**config.mk**
```make
export PLATFORM = sky130hd
export DESIGN_NAME = hamming_encoder_tx
export DESIGN_NICKNAME = d
export VERILOG_FILES = /design/src/rtl/hamming_encoder_tx.sv
export SDC_FILE = /design/constraint.sdc
export NUM_CORES = 1
export LEC_CHECK = 0
export ABC_AREA = 1
export CAP_MARGIN = 0
export CORE_MARGIN = 8
export CORE_UTILIZATION = 45
export CTS_CLUSTER_SIZE = 8
export DETAILED_ROUTE_END_ITERATION = 8
export PLACE_DENSITY = 0.81
export RECOVER_POWER = 25
export SLEW_MARGIN = 20
export SYNTH_ARGS = -nofsm -noshare
export SYNTH_HDL_FRONTEND = slang
export SYNTH_SLANG_ARGS = --single-unit
```
**constraint.sdc**
```tcl
create_clock -name clk -period 1.7 [get_ports clk]
set_input_delay 0.34 -clock clk [delete_from_list [all_inputs] [get_ports clk]]
set_output_delay 0.34 -clock clk [all_outputs]
set_load 0.02 [all_outputs]
```
**src/rtl/hamming_encoder_tx.sv**
```systemverilog
// rtl/hamming_encoder_tx.sv - Hamming(7,4) encoder with error injection and FWFT output FIFO
module hamming_encoder_tx #(
   parameter int DEPTH = 4,
   parameter int CNT_W = 16
) (
   input  logic                     clk,
   input  logic                     rst_n,
   input  logic [3:0]               in_data,
   input  logic                     in_valid,
   output logic                     in_ready,
   input  logic                     inj_en,
   input  logic [2:0]               inj_pos,
   output logic [6:0]               out_code,
   output logic                     out_valid,
   input  logic                     out_ready,
   output logic [$clog2(DEPTH):0]   level,
   output logic [CNT_W-1:0]         word_count,
   output logic [CNT_W-1:0]         inj_count
);

   localparam int AW = $clog2(DEPTH);
   localparam logic [AW:0] FULL_LVL = (AW+1)'(DEPTH);
   localparam logic [AW:0] ONE_LVL  = (AW+1)'(1);

   logic [6:0]    mem [DEPTH];
   logic [AW-1:0] wr_ptr;
   logic [AW-1:0] rd_ptr;
   logic [6:0]    code;
   logic [6:0]    flip;
   logic [6:0]    stored;
   logic          inj_hit;
   logic          push;
   logic          pop;

   // Bit layout matches the decoder's syndrome positions: data at 2,4,5,6
   always_comb begin
      code    = '0;
      code[2] = in_data[0];
      code[4] = in_data[1];
      code[5] = in_data[2];
      code[6] = in_data[3];
      code[0] = in_data[0] ^ in_data[1] ^ in_data[3];
      code[1] = in_data[0] ^ in_data[2] ^ in_data[3];
      code[3] = in_data[1] ^ in_data[2] ^ in_data[3];
   end

   assign inj_hit = inj_en && (inj_pos != 3'd7);
   assign flip    = inj_hit ? (7'd1 << inj_pos) : 7'd0;
   assign stored  = code ^ flip;

   assign in_ready  = (level != FULL_LVL);
   assign out_valid = (level != '0);
   assign push      = in_valid && in_ready;
   assign pop       = out_valid && out_ready;
   assign out_code  = mem[rd_ptr];

   // Storage is intentionally not reset; out_code is don't-care while empty
   always_ff @(posedge clk) begin
      if (push) begin
         mem[wr_ptr] <= stored;
      end
   end

   always_ff @(posedge clk or negedge rst_n) begin
      if (!rst_n) begin
         wr_ptr     <= '0;
         rd_ptr     <= '0;
         level      <= '0;
         word_count <= '0;
         inj_count  <= '0;
      end else begin
         if (push) begin
            wr_ptr <= wr_ptr + AW'(1);
            if (inj_hit) begin
               inj_count <= inj_count + CNT_W'(1);
            end
         end
         if (pop) begin
            rd_ptr     <= rd_ptr + AW'(1);
            word_count <= word_count + CNT_W'(1);
         end
         case ({push, pop})
            2'b10:   level <= level + ONE_LVL;
            2'b01:   level <= level - ONE_LVL;
            default: level <= level;
         endcase
      end
   end

endmodule
```
==> flow_summary_export.csv, run 1 <==
group,metric,value,unit
outcome,status,"complete, but fails checks",
outcome,violations,"setup timing",
global_route,antenna_found_initial,0,
setup_path,critical_path.max_stage_delay,430,ps
yosys,syn_nets,394,
floorplanning,initial_core_util,0.455,
place,place_ws,-363,ps
global_route,grt_first_pass_wirelength,12700,µm
floorplanning,die_height,103,µm
timing,fin_skew,12.0,ps
floorplanning,dieArea,10700,µm²
cells_and_area,regArea,1820,µm²
setup_path,arrival,1950,ps
min_path,hp-class,"flip-flop to flip-flop",
detailed_routing,drtAntennaViolNets,0,
detailed_routing,routed_wl,7550,µm
yosys,yosys_warnings,0,
power_and_ir_drop,p_clk_frac,0.193,
cells_and_area,finalInstanceArea,4600,µm²
setup_path,critical_path_required,1920,ps
detailed_routing,wl_met1,3080,µm
cts,clk_pin_slew,80,ps
timing,worst_slack,-38.5,ps
place,place_hpwl,5500,µm
cells_and_area,insertedDiodeCount,0,
min_path,min_from,"word_count[15]",
global_route,grt_max_degree,19,
floorplanning,io_pins,56,
global_route,grt_usage,0.153,
place,placed_area,4390,µm²
yosys,ys_types,29,
detailed_routing,drcViolationCount,0,
setup_path,worstPathCellList,"nor2_4 > nand2_4 > nand2_8 > ha_4 > inv_2 > fa_2 > a21oi_2 > o21ai_1 > xor2_1",
detailed_routing,detail_route.iter0.violations,79,
place,port_buffers,55,
detailed_routing,dr.pass1.iters,4,
cells_and_area,layout_commonest_cell,"nand2_1",
setup_path,endpoint_kind,"flip-flop",
detailed_routing,wl_met3,491,µm
power_and_ir_drop,power.leakage,2.23,nW
power_and_ir_drop,pwr_density_cell,1400,nW/µm²
floorplanning,die_x,103,µm
power_and_ir_drop,power_switching,2.46,mW
timing,final_hold_viol_count,0,
timing,tightest_slew,975,ps
cts,cts_tree,"built",
setup_path,cp_max_fo,2,
setup_path,start_kind,"flip-flop",
cts,cts-root-buf,"clkbuf_8",
power_and_ir_drop,swShare,0.382,
cells_and_area,layout_common_cells,"90 x nand2_1, 48 x nor2_1, 43 x inv_1, 38 x buf_4, 34 x dfrtp_1",
timing,period_needed,1740,ps
cells_and_area,n_fill_cell,628,
timing,setup_tns,-106,ps
power_and_ir_drop,combPwrFrac,0.441,
global_route,grt_overflow,0,
detailed_routing,num_vias,2804,
power_and_ir_drop,irDropWorstVdd,0.734,mV
cells_and_area,layout.nets,496,
yosys,ys_seq_elements,67,
timing,min_period_over_period,1.02,
setup_path,ff2ff_path_depth,9,
cts,worstSkewPairLatency,340,ps
cells_and_area,multi_input_area,1450,µm²
cts,numClockSinks,67,
floorplanning,coreArea,7570,µm²
flow_run,max-cap-violations,0,
cts,cts.path.max_buffers,2,
timing,rsz0062_at_grt,"yes",
cells_and_area,final_cells,583,
setup_path,r2r_start,"level[0]",
cts,cts_inserted_buffers,9,
global_route,grt_pass1_vias,2905,
setup_path,reg2reg_to,"level[2]",
detailed_routing,viasPerCell,4.81,
yosys,post_synth.cell_area_avg,9.20,µm²
yosys,syn-instance-count,374,
setup_path,cp_num_buf_inv,1,
power_and_ir_drop,p_int,3.98,mW
place,gp_congestion,0.869,
cells_and_area,drive_above_1_share,0.198,
place,place_inst,561,
timing,setup_viol,5,
timing,max_freq,575,MHz
detailed_routing,route.met2.wl,3840,µm
setup_path,crit_type,"flip-flop to flip-flop",
setup_path,slowest_stage,"dfrtp_2",
min_path,hold_path_depth,2,
cells_and_area,synthToLayoutAreaGrowth,33.8,%
detailed_routing,routed.top_layer,"met4",
yosys,syn-cell-area,3440,µm²
timing,drv_slew,0,
floorplanning,num_rows,32,
setup_path,ff2ff_setup_slack,-40,ps
min_path,min_to,"word_count[15]",
timing,slew_headroom,0.350,
setup_path,crit_family,"adder cells",
yosys,synth-seq-area-share,0.528,
detailed_routing,wire_per_inst,13.0,µm
cts,htree_levels,3,
power_and_ir_drop,p_seq_frac,0.367,
power_and_ir_drop,p_total,6.44,mW
-- registers in the layout, indices dropped and copies added, names as in the netlist --
name,flops
inj_count,16
level,3
mem,28
rd_ptr,2
word_count,16
wr_ptr,2
-- cell type report --
class	count	share of cell area
well taps	102	0.0277
repair buffers	96	0.180
flip-flops and latches	67	0.396
inverters	49	0.0405
multi-input cells	253	0.315
clock inverters	6	0.0122
clock buffers	10	0.0277
-- metal layers --
| layer | vias up | GRT usage |
|---|---|---|
| met1 | 1313 | 0.166 |
| li1 | 1402 | - |
| met5 | - | 0 |
| met4 | 0 | 0.0712 |
| met3 | 15 | 0.0455 |
| met2 | 74 | 0.267 |
-- stage by stage --
step	utilization	hold slack, ps
CTS	0.604	468
global placement	0.580	292
finish	0.608	494
global route	0.608	543
detailed placement	0.580	296
floorplan	-	44.4
-- synthesized netlist by cell type --
cell type,instances,area share
nor2_4,3,0.0098
o21ai_0,16,0.023
o22ai_1,7,0.013
edfxtp_1,28,0.24
nand2_4,4,0.013
nor3_1,2,0.0029
xnor2_1,9,0.023
inv_2,2,0.0022
nor2_8,1,0.0058
nand3b_1,2,0.0044
a21oi_1,2,0.0029
nand2_8,1,0.0058
nand2_1,90,0.098
ha_1,7,0.025
nor2_1,50,0.055
xor2_1,17,0.043
nand4_1,13,0.024
buf_8,1,0.0044
nor3_4,1,0.0047
fa_1,1,0.0058
nand2_2,2,0.0036
buf_6,1,0.0033
dfrtp_1,39,0.28
nor2_2,2,0.0036
clkbuf_1,1,0.0011
buf_2,2,0.0029
inv_1,47,0.051
nand3_1,21,0.031
xnor2_2,2,0.0095
-- worst max path at each step --
stage / from / cells past startpoint / to / slack, ps
3_3_place_gp: out_ready / 9 / level[2] / -330
4_1_cts: rd_ptr[0] / 5 / out_code[5] / -50
6_report: level[0] / 9 / level[2] / -40
5_1_grt: level[0] / 9 / level[2] / -120
2_1_floorplan: level[0] / 9 / level[2] / -150
3_5_place_dp: out_ready / 9 / level[2] / -360
-- tightest hold or removal path: stages (launching register included) --
cell and delay [ps]:
dfrtp_1 360, nand2_1 60, nand2_1 50
-- power by group through the flow --
stage | sequential [mW] | clock, mW | combinational (mW)
floorplan | 2.56 | 0 | 1.36
global placement | 2.36 | 0 | 2.78
detailed placement | 2.38 | 0 | 2.85
CTS | 2.35 | 1.27 | 2.83
global route | 2.41 | 1.34 | 3.11
finish | 2.36 | 1.24 | 2.84
-- cells by family (layout without fill, tap and decap cells) --
kind of cell / count (synthesis) / after routing / synth area share
AOI/OAI and AO/OA: 25 / 25 / 0.0389
adders and majority gates: 8 / 8 / 0.0313
DFF: 67 / 67 / 0.528
xor gates and xnor gates: 28 / 28 / 0.0757
and+or+nand+nor: 192 / 192 / 0.261
buffers and inverters: 54 / 161 / 0.0651
-- repair_timing --
| item | in CTS | in global routing |
|---|---|---|
| resized for setup | 79 | 18 |
| buffers inserted | 3 | 1 |
| hold endpoints to repair | 15 | 0 |
| hold buffers | 1 | 0 |
| cloned | 1 | 0 |
| setup endpoints to repair | 36 | 16 |
| pin swaps | 9 | 5 |
No activity file was read; power rests on OpenSTA's default activity.
==> run 2, diff against run 1 <==
ABC_AREA = default   (was 1)
PLACE_DENSITY = 0.82   (was 0.81)
==> run 2 against run 1 <==
Against the previous run:
- the flow still finishes with violations (setup timing)
- combinational power is 11% lower
- die area fell by 10%
- synthesized cell count fell by 40%
- largest cell class unchanged
- highest routed layer unchanged
==> flow_summary_export.csv, run 2 <==
group,metric,value,unit
detailed_routing,dr.pass1.iters,5,
power_and_ir_drop,swShare,0.338,
global_route,grt_usage,0.134,
detailed_routing,viasPerCell,5.11,
floorplanning,dieArea,9630,µm²
power_and_ir_drop,p_int,4.05,mW
global_route,grt_pass1_vias,2178,
cells_and_area,n_fill_cell,493,
timing,setup_viol,22,
floorplanning,die_height,98.1,µm
place,place_hpwl,4620,µm
timing,period_needed,1910,ps
detailed_routing,routed_wl,6500,µm
global_route,grt_first_pass_wirelength,10300,µm
yosys,ys.flop_type,"dfrtp_1",
global_route,antenna_found_initial,0,
yosys,synth_edf_count,28,
cells_and_area,largest_reg_flops,28,
power_and_ir_drop,irDropWorstVdd,0.974,mV
power_and_ir_drop,power.leakage,1.97,nW
yosys,synth_top_area_frac,0.322,
yosys,yosys_warnings,0,
floorplanning,initial_core_util,0.457,
place,port_buffers,55,
setup_path,crit_type,"flip-flop to flip-flop",
cts,cts_tree,"built",
timing,min_period_over_period,1.13,
timing,max_freq,522,MHz
cells_and_area,reg_top3,"mem x28, inj_count x16, word_count x16",
setup_path,arrival,2160,ps
yosys,async_reset_ff_frac,0.582,
yosys,ys_types,33,
yosys,syn-instance-count,224,
cells_and_area,synthToLayoutAreaGrowth,40.0,%
outcome,violations,"setup timing",
yosys,yosys-top-cells-area,"dfrtp_1 32%, edfxtp_1 28%, xnor2_1 8.4%",
floorplanning,num_rows,30,
cts,cts.path.max_buffers,2,
yosys,ys_seq_elements,67,
yosys,syn-cell-area,3030,µm²
cts,cts_inserted_buffers,9,
floorplanning,coreArea,6640,µm²
cells_and_area,drive_above_1_share,0.295,
flow_run,max-cap-violations,0,
timing,drv_slew,0,
floorplanning,io_pins,56,
power_and_ir_drop,power_switching,2.07,mW
min_path,hp-class,"input port to asynchronous set/reset pin",
yosys,synth_top_area_cell,"dfrtp_1",
cells_and_area,layout.nets,344,
setup_path,start_kind,"flip-flop",
timing,rsz0062_at_grt,"yes",
timing,worst_slack,-215,ps
timing,slew_headroom,0.0499,
global_route,grt_overflow,0,
yosys,synth-seq-area-share,0.599,
place,gp_congestion,0.779,
cells_and_area,regMostFlops,"mem",
yosys,yosysMostFrequentCell,"dfrtp_1",
power_and_ir_drop,p_seq_frac,0.385,
setup_path,cp_max_fo,2,
cells_and_area,finalInstanceArea,4250,µm²
detailed_routing,detail_route.iter0.violations,121,
global_route,grt_max_degree,28,
yosys,yosys-top-cells-count,"39 x dfrtp_1, 29 x xnor2_1, 28 x edfxtp_1",
timing,tightest_slew,1430,ps
power_and_ir_drop,combPwrFrac,0.411,
cts,htree_levels,3,
floorplanning,die_x,98.1,µm
detailed_routing,drtAntennaViolNets,0,
cts,holdBufCountCts,0,
yosys,syn_nets,244,
setup_path,critical_path_required,1940,ps
timing,fin_skew,9.93,ps
place,placed_area,3930,µm²
cts,numClockSinks,67,
cells_and_area,layout_common_cells,"36 x dfrtp_1, 33 x buf_4, 29 x xnor2_1, 28 x edfxtp_1, 28 x dlygate4sd2_1",
detailed_routing,drcViolationCount,0,
detailed_routing,num_vias,2091,
cts,clk_pin_slew,70,ps
yosys,post_synth.cell_area_avg,13.5,µm²
power_and_ir_drop,p_clk_frac,0.203,
timing,whs,330,ps
setup_path,endpoint_kind,"flip-flop",
detailed_routing,wire_per_inst,15.9,µm
cts,worstSkewPairLatency,320,ps
cells_and_area,layout_commonest_cell,"dfrtp_1",
cts,cts-root-buf,"clkbuf_8",
timing,final_hold_viol_count,0,
cells_and_area,insertedDiodeCount,0,
outcome,status,"complete, but fails checks",
power_and_ir_drop,pwr_density_cell,1440,nW/µm²
-- run 2: changes by cell type in the layout (fill, tap and decap cells not counted), sizes merged, moves of 14 or more --
cell	previous run	this run
nand2	97	20
nor2	56	10
inv	49	10
xnor2	11	29
o21ai	16	0
nand3	21	7
-- run 2: power groups by stage --
| stage | logic, mW | clock network [mW] | registers (mW) |
|---|---|---|---|
| after floorplan | 1.14 | 0 | 2.55 |
| after global placement | 2.41 | 0 | 2.37 |
| after detailed placement | 2.48 | 0 | 2.40 |
| after CTS | 2.49 | 1.27 | 2.36 |
| after global routing | 2.70 | 1.35 | 2.41 |
| final | 2.52 | 1.25 | 2.36 |
-- run 2: final timing paths --
check                          startpoint        endpoint  slack [ps]  cells after the start
hold / removal                      rst_n  word_count[15]         330                      1
min in group clk           word_count[15]  word_count[15]         470                      1
setup / recovery                 level[1]        level[2]        -210                      8
setup reg to reg                 level[1]        level[2]        -210                      8
max in group asynchronous           rst_n        level[2]         430                      1
hold reg to reg            word_count[15]  word_count[15]         470                      1
-- run 2: cell type report --
| cell class | count | area [µm²] | share of cell area |
|---|---|---|---|
| clock buffers | 15 | 188 | 0.0442 |
| well taps | 80 | 100 | 0.0236 |
| clock inverters | 1 | 5.00 | 0.00118 |
| flip-flops and latches | 67 | 1820 | 0.429 |
| repair buffers | 94 | 840 | 0.198 |
| inverters | 10 | 37.5 | 0.00884 |
| multi-input cells | 142 | 1260 | 0.296 |
-- run 2: cell families (layout without fill, tap and decap cells) --
logic type	Yosys count	in the layout	share of synthesized area
AND/OR/NAND/NOR	75	75	0.136
flip-flops	67	67	0.599
XOR/XNOR	48	48	0.139
buffers and inverters	15	120	0.0252
multiplexers	10	10	0.0639
adder cells (fa/ha/maj)	8	8	0.0355
AO/OA/AOI/OAI	1	1	0.00248
-- run 2: metal layers --
layer | vias to the layer above | GRT usage | wire [µm]
met2 | 47 | 0.233 | 3400
met3 | 13 | 0.0334 | 283
met1 | 1045 | 0.148 | 2670
met4 | 0 | 0.0707 | 147
li1 | 986 | - | -
met5 | - | 0 | 0
-- run 2: repair_timing --
action,in CTS,in global routing
pin swaps,4,5
resized for setup,86,21
setup endpoints to repair,47,30
setup buffers,4,3
-- run 2: worst max-delay path, stage by stage, from the launching register on --
cell and delay (ps):
dfrtp_2 410, or3b_4 420, nand2_4 80, ha_4 130, inv_2 40, fa_2 330, xor2_1 150, nor2_1 110
xor2_1 160
-- run 2: through the flow --
| step | power (mW) | worst slack, ps | instances | utilization | TNS, ps |
|---|---|---|---|---|---|
| after floorplan | 3.70 | -349 | 224 | - | -590 |
| after global placement | 4.78 | -322 | 386 | 0.591 | -6850 |
| after detailed placement | 4.88 | -399 | 386 | 0.591 | -8760 |
| after CTS | 6.12 | -193 | 406 | 0.624 | -1660 |
| after global routing | 6.46 | -277 | 409 | 0.639 | -3500 |
| final | 6.12 | -215 | 409 | 0.639 | -2650 |
==> run 3, diff against run 2 <==
CORE_UTILIZATION = 47   (was 45)
PLACE_DENSITY = 0.85   (was 0.82)
==> run 3 against run 2 <==
Against the previous run:
- the flow still finishes with violations (setup timing)
- non-clock buffer count down 6
- critical path depth shrank 5
- fmax up 3.2%
- clock-buffer cell count decreased by 3
- die area fell by 3.6%
- largest power group unchanged
==> flow_summary_export.csv, run 3 (same netlist as run 2, synthesis figures left out) <==
group,metric,value,unit
power_and_ir_drop,power.leakage,2.00,nW
timing,max_freq,539,MHz
outcome,violations,"setup timing",
global_route,grt_usage,0.146,
timing,slew_headroom,0.420,
cells_and_area,layout_common_cells,"36 x dfrtp_1, 29 x dlygate4sd2_1, 28 x xnor2_1, 28 x edfxtp_1, 24 x buf_4",
setup_path,arrival,1520,ps
place,gp_congestion,0.789,
global_route,grt_pass1_vias,2093,
cells_and_area,layout_commonest_cell,"dfrtp_1",
detailed_routing,viasPerCell,5.27,
place,port_buffers,55,
cells_and_area,finalInstanceArea,4240,µm²
cells_and_area,synthToLayoutAreaGrowth,39.7,%
flow_run,max-cap-violations,0,
global_route,grt_max_degree,25,
cells_and_area,largest_reg_flops,28,
floorplanning,die_height,96.3,µm
timing,whs,474,ps
cts,clk_pin_slew,70,ps
place,place_ws,-350,ps
setup_path,start_kind,"flip-flop",
place,placed_area,3880,µm²
timing,setup_viol,13,
setup_path,critical_path_required,1360,ps
cts,cts.path.max_buffers,2,
cts,htree_levels,3,
setup_path,crit_type,"flip-flop to output port",
floorplanning,die_x,96.3,µm
cts,worstSkewPairLatency,330,ps
timing,final_hold_viol_count,0,
cells_and_area,final_cells,400,
cells_and_area,layout.nets,338,
timing,rsz0062_at_grt,"yes",
detailed_routing,dr.pass1.iters,4,
detailed_routing,drtAntennaViolNets,0,
cells_and_area,reg_top3,"mem x28, inj_count x16, word_count x16",
floorplanning,num_rows,29,
cells_and_area,drive_above_1_share,0.291,
cts,cts_inserted_buffers,9,
timing,setup_tns,-1350,ps
cts,cts_tree,"built",
power_and_ir_drop,irDropWorstVdd,1.00,mV
place,place_hpwl,4690,µm
detailed_routing,wire_per_inst,16.5,µm
cells_and_area,insertedDiodeCount,0,
floorplanning,initial_core_util,0.481,
timing,worst_slack,-156,ps
global_route,grt_first_pass_wirelength,10300,µm
detailed_routing,detail_route.iter0.violations,79,
floorplanning,io_pins,56,
floorplanning,dieArea,9280,µm²
global_route,antenna_found_initial,0,
power_and_ir_drop,pwr_density_cell,1430,nW/µm²
cts,numClockSinks,67,
setup_path,endpoint_kind,"output port",
timing,tightest_slew,870,ps
floorplanning,coreArea,6310,µm²
setup_path,cp_max_fo,4,
detailed_routing,num_vias,2109,
timing,min_period_over_period,1.09,
timing,fin_skew,8.14,ps
cts,cts-root-buf,"clkbuf_8",
outcome,status,"complete, but fails checks",
cells_and_area,regMostFlops,"mem",
global_route,grt_overflow,0,
place,place_inst,379,
detailed_routing,drcViolationCount,0,
detailed_routing,routed_wl,6610,µm
timing,period_needed,1860,ps
min_path,hp-class,"flip-flop to flip-flop",
timing,drv_slew,0,
## run 3: cell count changes in the layout (fill, tap and decap cells not counted), sizes merged
cell | before | now
buf | 46 | 40
clkbuf | 18 | 14
clkinv | 1 | 3
dlymetal6s2s | 6 | 4
clkdlybuf4s15 | 0 | 1
dlygate4sd2 | 28 | 29
dlygate4sd3 | 0 | 1
inv | 10 | 11
## run 3: final timing paths
kind / start / end / slack, ps / depth (start not counted)
worst max-delay path: rd_ptr[0] / out_code[2] / -160 / 3
worst min-delay path: word_count[15] / word_count[15] / 470 / 1
worst max register to register: level[1] / level[2] / -150 / 8
worst min register to register: word_count[15] / word_count[15] / 470 / 1
max in group asynchronous: rst_n / inj_count[13] / 220 / 3
min in group asynchronous: rst_n / word_count[6] / 630 / 2
## run 3: metrics by stage
| step | util | power [mW] |
|---|---|---|
| 5_1_grt | 0.671 | 6.40 |
| 2_1_floorplan | - | 3.70 |
| 4_1_cts | 0.643 | 5.98 |
| 6_report | 0.671 | 6.06 |
| 3_3_place_gp | 0.614 | 4.72 |
| 3_5_place_dp | 0.614 | 4.82 |
## run 3: metal layers
metal	wire length (µm)	GRT usage
met4	130	0.0757
met5	0	0
met3	285	0.0312
met1	2940	0.190
met2	3260	0.225
## run 3: repair_timing
action                                  in CTS  in global routing
endpoints found under the setup margin      41                 26
resized for setup                           81                 38
buffers inserted                             2                  3
pin swaps                                    3                  9
hold endpoints to repair                    15                  0
hold buffers                                 1                  0
## run 3: worst max-delay path, cell delays in order (launching register included)
cell     delay (ps)
dfrtp_1         380
buf_6           140
mux4_2          520
buf_6           150
## run 3: final cells by class
cell class / count / area [µm²]
clock buffers: 12 / 166
clock inverters: 4 / 21.3
fillers: 467 / 2080
inverters: 10 / 37.5
multi-input cells: 142 / 1300
flip-flops and latches: 67 / 1820
well taps: 77 / 96.3
repair buffers: 88 / 800
## run 3: where the power goes
part | switching, mW | internal, mW | leakage (nW)
clock | 0.581 | 0.652 | 0.102
combinational | 1.22 | 1.23 | 1.15
sequential | 0.298 | 2.09 | 0.748
total | 2.10 | 3.97 | 2.00
